===== config.mk =====
export PLATFORM = sky130hd
export DESIGN_NAME = alu_seq_ctrl
export DESIGN_NICKNAME = d
export VERILOG_FILES = /design/src/rtl/alu_seq_ctrl_pkg.sv /design/src/rtl/alu_seq_ctrl_cond_eval.sv /design/src/rtl/alu_seq_ctrl.sv
export SDC_FILE = /design/constraint.sdc
export NUM_CORES = 1
export LEC_CHECK = 0
export ABC_AREA = 1
export BUFFER_PORTS_ARGS = -buffer_cell sky130_fd_sc_hd__buf_2
export CORE_UTILIZATION = 23
export DETAILED_ROUTE_END_ITERATION = 8
export MAX_ROUTING_LAYER = met4
export REMOVE_ABC_BUFFERS = 1
export SLEW_MARGIN = 20
export SYNTH_ARGS = -nofsm -noshare
export SYNTH_HDL_FRONTEND = slang
export SYNTH_HIERARCHICAL = 1
export SYNTH_SLANG_ARGS = --single-unit
export TNS_END_PERCENT = 10

===== constraint.sdc =====
create_clock -name clk -period 1.55 [get_ports clk]
set_input_delay 0.31 -clock clk [delete_from_list [all_inputs] [get_ports clk]]
set_output_delay 0.31 -clock clk [all_outputs]
set_load 0.005 [all_outputs]

===== src/rtl/alu_seq_ctrl_pkg.sv =====
// Shared types and constants for the ALU instruction sequencer.
package alu_seq_ctrl_pkg;

  typedef enum logic [2:0] {
    S_IDLE,
    S_COND,
    S_EXEC,
    S_WB,
    S_DONE
  } state_t;

  localparam logic [3:0] COND_EQ = 4'b0000;
  localparam logic [3:0] COND_NE = 4'b0001;
  localparam logic [3:0] COND_CS = 4'b0010;
  localparam logic [3:0] COND_CC = 4'b0011;
  localparam logic [3:0] COND_MI = 4'b0100;
  localparam logic [3:0] COND_PL = 4'b0101;
  localparam logic [3:0] COND_VS = 4'b0110;
  localparam logic [3:0] COND_VC = 4'b0111;
  localparam logic [3:0] COND_HI = 4'b1000;
  localparam logic [3:0] COND_LS = 4'b1001;
  localparam logic [3:0] COND_GE = 4'b1010;
  localparam logic [3:0] COND_LT = 4'b1011;
  localparam logic [3:0] COND_GT = 4'b1100;
  localparam logic [3:0] COND_LE = 4'b1101;
  localparam logic [3:0] COND_AL = 4'b1110;
  localparam logic [3:0] COND_NV = 4'b1111;

  localparam logic [4:0] ALU_NONE = 5'b00000;
  localparam logic [4:0] ALU_ADD  = 5'b00100;
  localparam logic [4:0] ALU_SUB  = 5'b00010;

  // TST/TEQ/CMP/CMN: flag-only opcodes
  localparam logic [3:0] OPC_CMP_LO = 4'b1000;
  localparam logic [3:0] OPC_CMP_HI = 4'b1011;

  typedef struct packed {
    logic [3:0] opcode;
    logic [3:0] cond;
    logic       s_bit;
    logic       is_mem;
    logic       u_bit;
  } req_t;

  function automatic logic is_cmp_op(input logic [3:0] op);
    return (op >= OPC_CMP_LO) && (op <= OPC_CMP_HI);
  endfunction

endpackage


===== src/rtl/alu_seq_ctrl_cond_eval.sv =====
// ARM condition-code evaluation against the current N/Z/C/V flags.
module cond_eval
  import alu_seq_ctrl_pkg::*;
(
  input  logic [3:0] cond,
  input  logic       N,
  input  logic       Zero,
  input  logic       C,
  input  logic       V,
  output logic       pass
);

  always_comb begin
    pass = 1'b0;
    case (cond)
      COND_EQ: pass = Zero;
      COND_NE: pass = ~Zero;
      COND_CS: pass = C;
      COND_CC: pass = ~C;
      COND_MI: pass = N;
      COND_PL: pass = ~N;
      COND_VS: pass = V;
      COND_VC: pass = ~V;
      COND_HI: pass = C & ~Zero;
      COND_LS: pass = ~C | Zero;
      COND_GE: pass = (N == V);
      COND_LT: pass = (N != V);
      COND_GT: pass = ~Zero & (N == V);
      COND_LE: pass = Zero | (N != V);
      COND_AL: pass = 1'b1;
      default: pass = 1'b0;
    endcase
  end

endmodule


===== src/rtl/alu_seq_ctrl.sv =====
// Sequencer for one conditional data-processing or address-calculation pass.
module alu_seq_ctrl
  import alu_seq_ctrl_pkg::*;
(
  input  logic       clk,
  input  logic       rst_n,
  input  logic       start,
  input  logic [3:0] opcode,
  input  logic [3:0] cond,
  input  logic       s_bit,
  input  logic       is_mem,
  input  logic       u_bit,
  input  logic       N,
  input  logic       Zero,
  input  logic       C,
  input  logic       V,
  output logic       MuxD0,
  output logic [4:0] alu_sel_cu,
  output logic       psr_load,
  output logic       rf_load,
  output logic       busy,
  output logic       done,
  output logic       skipped
);

  state_t state, state_nxt;
  req_t   req_q;
  logic   skip_q, skip_nxt;
  logic   pass;
  logic   cmp_op;

  cond_eval u_cond_eval (
    .cond (req_q.cond),
    .N    (N),
    .Zero (Zero),
    .C    (C),
    .V    (V),
    .pass (pass)
  );

  assign cmp_op = is_cmp_op(req_q.opcode);

  always_ff @(posedge clk or negedge rst_n) begin
    if (!rst_n) begin
      state  <= S_IDLE;
      req_q  <= '0;
      skip_q <= 1'b0;
    end else begin
      state  <= state_nxt;
      skip_q <= skip_nxt;
      if (state == S_IDLE && start)
        req_q <= '{opcode: opcode, cond: cond, s_bit: s_bit, is_mem: is_mem, u_bit: u_bit};
    end
  end

  // Outputs depend only on state and latched fields, never on start.
  always_comb begin
    state_nxt  = state;
    skip_nxt   = skip_q;
    MuxD0      = 1'b0;
    alu_sel_cu = ALU_NONE;
    psr_load   = 1'b0;
    rf_load    = 1'b0;
    busy       = (state != S_IDLE);
    done       = 1'b0;
    skipped    = 1'b0;
    case (state)
      S_IDLE: begin
        if (start) begin
          state_nxt = S_COND;
          skip_nxt  = 1'b0;
        end
      end
      S_COND: begin
        if (pass) begin
          state_nxt = S_EXEC;
        end else begin
          state_nxt = S_DONE;
          skip_nxt  = 1'b1;
        end
      end
      S_EXEC: begin
        state_nxt  = S_WB;
        MuxD0      = req_q.is_mem;
        alu_sel_cu = req_q.is_mem ? (req_q.u_bit ? ALU_ADD : ALU_SUB) : ALU_NONE;
        psr_load   = ~req_q.is_mem & (req_q.s_bit | cmp_op);
      end
      S_WB: begin
        state_nxt  = S_DONE;
        MuxD0      = req_q.is_mem;
        alu_sel_cu = req_q.is_mem ? (req_q.u_bit ? ALU_ADD : ALU_SUB) : ALU_NONE;
        rf_load    = ~req_q.is_mem & ~cmp_op;
      end
      S_DONE: begin
        state_nxt = S_IDLE;
        done      = 1'b1;
        skipped   = skip_q;
      end
      default: state_nxt = S_IDLE;
    endcase
  end

endmodule

Word-level counts from Yosys, hierarchy flattened. Index checks and enable logic that the tools add are counted.

Output and inout bits: 11. Flip-flop bits (word level): 15. Input port bits: 18.

Equal/unequal tests: 22. Reductions and logical operators: 8. Multiplexer cells: 15. Bitwise gates (word level): 13. $lt $le $gt $ge: 2.

Operators with widths (number): $eq A4 B4 Y1 const B (7); $eq A4 B3 Y1 const B (4); $mux W3 (5); $pmux W1 S15 (1); $pmux W3 S4 (1); $eq A4 B2 Y1 const B (2); $mux W1 (7); $eq A3 B2 Y1 const B (2); $not A1 Y1 (6); $and A1 B1 Y1 (4); $eq A4 B1 Y1 const B (1); $ge A4 B4 Y1 const B (1); $le A4 B4 Y1 const B (1); $logic_not A4 Y1 (1); $ne A2 B2 Y1 const B (2); $eq A3 B1 Y1 const B (1); $eq A3 B3 Y1 const B (1); $logic_not A3 Y1 (1); $or A1 B1 Y1 (3); $reduce_and A3 Y1 (1); $reduce_bool A3 Y1 (1); $logic_and A1 B1 Y1 (2); $pmux W1 S2 (1); $reduce_bool A2 Y1 (1); other kinds (3) (3).

Logic depth before layout (Yosys ltp).
Word-level depth: 5. Depth in mapped cells: 14. Gate-level depth less buffers: 14.

Hierarchy. Netlist, hierarchy kept.

Modules (own cells, without submodules): alu_seq_ctrl (cells an instance 79, times used 1, area each 681.9 um^2); cond_eval (cells an instance 55, times used 1, area each 229.0 um^2).

Worst setup path after synthesis. Ideal clock, no wire load.

Path type: register to register. Start point: reg req_q[4] in the netlist's numbering. End point: reg skip_q. Library setup time: 0.065 ns. Arrival: 1.327 ns. Stages on the path, launching flop included: 14. Clock period less this slack: 1.392 ns. Buffers on the path: 0. Path slack: 0.158 ns. Path through: dfrtp_1 nor2_1 nand2_1 nor2_1 nand2_1 nand2_2 nor2_1 nand2_1 inv_1 nor2_1 nand2_1 nand3_1 nand2_1 nand2_1.

Cells in the longest elaborated chain, start to end: 4.

Ends and longest elaborated chain: from (decl) (line alu_seq_ctrl.sv:27) `req_t req_q;`; from (signal assigned) (line alu_seq_ctrl.sv:52) `req_q <= '{opcode: opcode, cond: cond, s_bit: s_bit, is_mem: is_mem, u_bit: u_bit};`; $eq A4 B4 Y1, or another cell as far along (line alu_seq_ctrl_cond_eval.sv:15) `case (cond)`; $pmux W1 S15 (*) (line alu_seq_ctrl_cond_eval.sv:15); via pass (line alu_seq_ctrl.sv:29) `logic pass;`; $ne A2 B2 Y1 (no source line) (*); $reduce_and A3 Y1 (no source line) (*); to (signal assigned) (line alu_seq_ctrl.sv:50) `skip_q <= skip_nxt;`; to (decl) (line alu_seq_ctrl.sv:28) `logic skip_q, skip_nxt;`.

Mark *: on every way through the listed nets, which the timed path passes. The rest lies on a longest branch. A chain may end at the register's enable or synchronous reset.

Worst setup path in the final report.
Start point: reg state[2]. End point: out rf_load.

Cells in the longest elaborated chain, start to end: 2.

Ends and longest elaborated chain: from (decl) (line alu_seq_ctrl.sv:26) `state_t state, state_nxt;`; from (signal assigned) (line alu_seq_ctrl.sv:49) `state <= state_nxt;`; $eq A3 B2 Y1 (line alu_seq_ctrl.sv:67) `case (state)`; $mux W1 (line alu_seq_ctrl.sv:67); to (decl) (line alu_seq_ctrl.sv:20) `output logic rf_load,`.

Every way passes these cells.

==> impl_results.md <==
* Outcome: finished clean
* GR Util All Layers at 0.0982
* Die span in y at 64.9 um
* TritonCTS Sinks at 13
* Hold Crit Class: input pin to flop
* Area delta synth->final at 34.5%
* Hold path depth at 3
* Sequential-to-total area share from yosys stat at 0.357
* Critical path class: flop to primary output
* HPWL after detailed placement at 1420 um
* Cells on worst reg2reg path at 11
* #FFs+latches synth at 13
* Final Wtd Congestion at 0.794
* GRT overflow at 0
* Inserted Clock Buffers at 3
* DR vias at 894
* Max Buffers Root-to-Sink at 2
* Drt first pass iters at 4
* Cell Rows at 22
* RSZ-0062 raised after global routing: yes
* IO Pins at 29
* Die width at 64.9 um
* Routed WL per cell at 8.88 um
* Footprint of the multi-input gates at 513 sq um
* Skew final at 0.000762 ns
* Yosys warnings at 6
* H-Tree Depth at 1
* Final setup fails at 0
* Clock network power share at 0.142
* Synth Instances at 134
* Avg Synthesized Cell Area at 6.80 sq um
* Critical Path AT at 1.23 ns
* Largest net degree at the start of global routing at 19
* MaxCap Viol Count at 0
* Final WL at 1910 um
* Final hold vios at 0
* Max frequency at 650 MHz
* Worst vdd ir at 0.413 mV
* Min-delay src: cond[1]
* Crit. End Element: primary output
* Fin crit period at 1.54 ns
* P_sw at 0.000943 W
* Fin crit share at 0.993
* Pleak at 0.665 nW
* Layout Nets at 186
* Worst reg2reg path startpoint: req_q[5]$_DFFE_PN0P_
* Initial DRC Count at 19
* Total die area at 0.00422 sq mm
* First-pass GRT wire length at 3080 um
* Layout cells sized above 1 at 0.419
* Clock root buffer: clkbuf_8
* Most frequent cells in the layout: nand2_1 (35), buf_2 (23), inv_1 (18), nor2_1 (12), nand3_1 (11)
* Fillers at 417
* CP max FO at 3
* Most common cell after layout, fill and taps aside: nand2_1
* N_diodes at 0
* PortBufs at 23
* Reg2reg setup slack at 0.11 ns
* DRC violations left at 0
* Min-Delay Endpoint: req_q[4]$_DFFE_PN0P_
* Post-DRT Antenna Nets at 0
* Clock transition at path regs at 0.05 ns
* Area of the core at 0.00372 sq mm
* Combinational share of power at 0.528
* Seq pwr share at 0.330
* Int Power at 0.00117 W
* Vias in the first global route at 718
* Count of distinct cell types in the synthesized netlist at 21
* Critical path launch point type: flop
* Worst skew pair latency at 0.24 ns
* Cell Pwr Density at 1720 mW/mm^2
* Switching share of power at 0.447
* Via/cell ratio at 4.16
* Reg-to-Reg End: skip_q$_DFFE_PN0P_
* Netlist Area Pre-Place at 911 sq um
* Post-layout util at 0.330
* Max-slew violations at 0
* Total Power at 0.00211 W
* Initial antenna violation count at 0
* Initial core utilization at 0.245
* Sequential Area at 332 sq um
* TritonCTS clock tree: yes
* Crit path required time at 1.24 ns
repair_timing:
action,in CTS,in global routing
setup buffers,2,1
setup endpoints to repair,2,5
resized for setup,1,23
pin swaps,0,9
endpoints found under the hold margin,13,0
hold buffers,1,0
per-layer routing:
layer | wire (um) | share of wire | global-route usage
met1 | 936 | 0.49 | 0.128
met2 | 882 | 0.46 | 0.142
met3 | 72 | 0.038 | 0.0264
met4 | 17 | 0.0089 | 0.0417
met5 | 0 | 0 | -
logic make-up after synthesis:
| logic type | after synthesis | synth area share |
|---|---|---|
| buf+inv | 29 | 0.140 |
| compound gates | 13 | 0.111 |
| flops | 13 | 0.357 |
| other cells | 1 | 0.00412 |
| simple gates | 78 | 0.387 |
cell usage after synthesis (all sizes together):
library cell / n / area, sq um
and2: 1 / 6.26
nand2: 39 / 156
nor3: 4 / 20.0
inv: 23 / 86.3
a211oi: 1 / 7.51
a21oi: 5 / 32.5
nor2: 18 / 75.1
nand3: 15 / 87.6
clkinv: 2 / 7.51
conb: 1 / 3.75
o21ai: 7 / 61.3
dfrtp: 13 / 325
buf: 4 / 33.8
nand3b: 1 / 7.51
state kept, by name (all words and copies together) (netlist names):
name and flops:
req_q 9, state 3, skip_q 1
critical path, cell delays in order (launching register included):
cell and delay [ns]:
dfrtp_1 0.41, nor2_2 0.19, inv_1 0.09, a211oi_2 0.15, buf_2 0.14
area by class of cell:
| type | instances | share of cell area |
|---|---|---|
| multi-input cells | 94 | 0.419 |
| flip-flops and latches | 13 | 0.271 |
| repair buffers | 31 | 0.145 |
| inverters | 25 | 0.0787 |
| well taps | 48 | 0.0490 |
| clock buffers | 3 | 0.0337 |
| clock inverters | 1 | 0.00409 |
worst max-delay path by stage:
stage,startpoint,to,slack [ns],depth (start not counted)
after floorplan,req_q[4]$_DFFE_PN0P_,skip_q$_DFFE_PN0P_,0.16,13
after global placement,req_q[3]$_DFFE_PN0P_,skip_q$_DFFE_PN0P_,0.03,14
after detailed placement,req_q[6]$_DFFE_PN0P_,skip_q$_DFFE_PN0P_,0.03,14
after CTS,state[1]$_DFFE_PN0P_,skipped,-0.001,3
after global routing,req_q[5]$_DFFE_PN0P_,skip_q$_DFFE_PN0P_,-0.04,13
final,state[2]$_DFFE_PN0P_,rf_load,0.01,4
power groups by stage:
stage / Combinational [W] / Sequential, W / Clock, W
finish: 0.00111 / 0.000697 / 0.000299
global route: 0.00126 / 0.000721 / 0.000329
CTS: 0.00101 / 0.000655 / 0.000316
detailed placement: 0.000951 / 0.000671 / 0
global placement: 0.000939 / 0.000673 / 0
floorplan: 0.000685 / 0.000640 / 0
stage by stage:
stage	setup slack [ns]	std cells	hold slack [ns]	setup TNS [ns]	instance area, sq um
detailed placement	0.0259	207	0.216	0	1090
global placement	0.0324	207	0.216	0	1090
finish	0.0106	215	0.303	0	1220
global route	-0.0385	215	0.297	-0.0720	1220
floorplan	0.158	132	0.0144	0	885
CTS	-0.00115	214	0.296	-0.00115	1160
(Power assumes the default switching activity.)
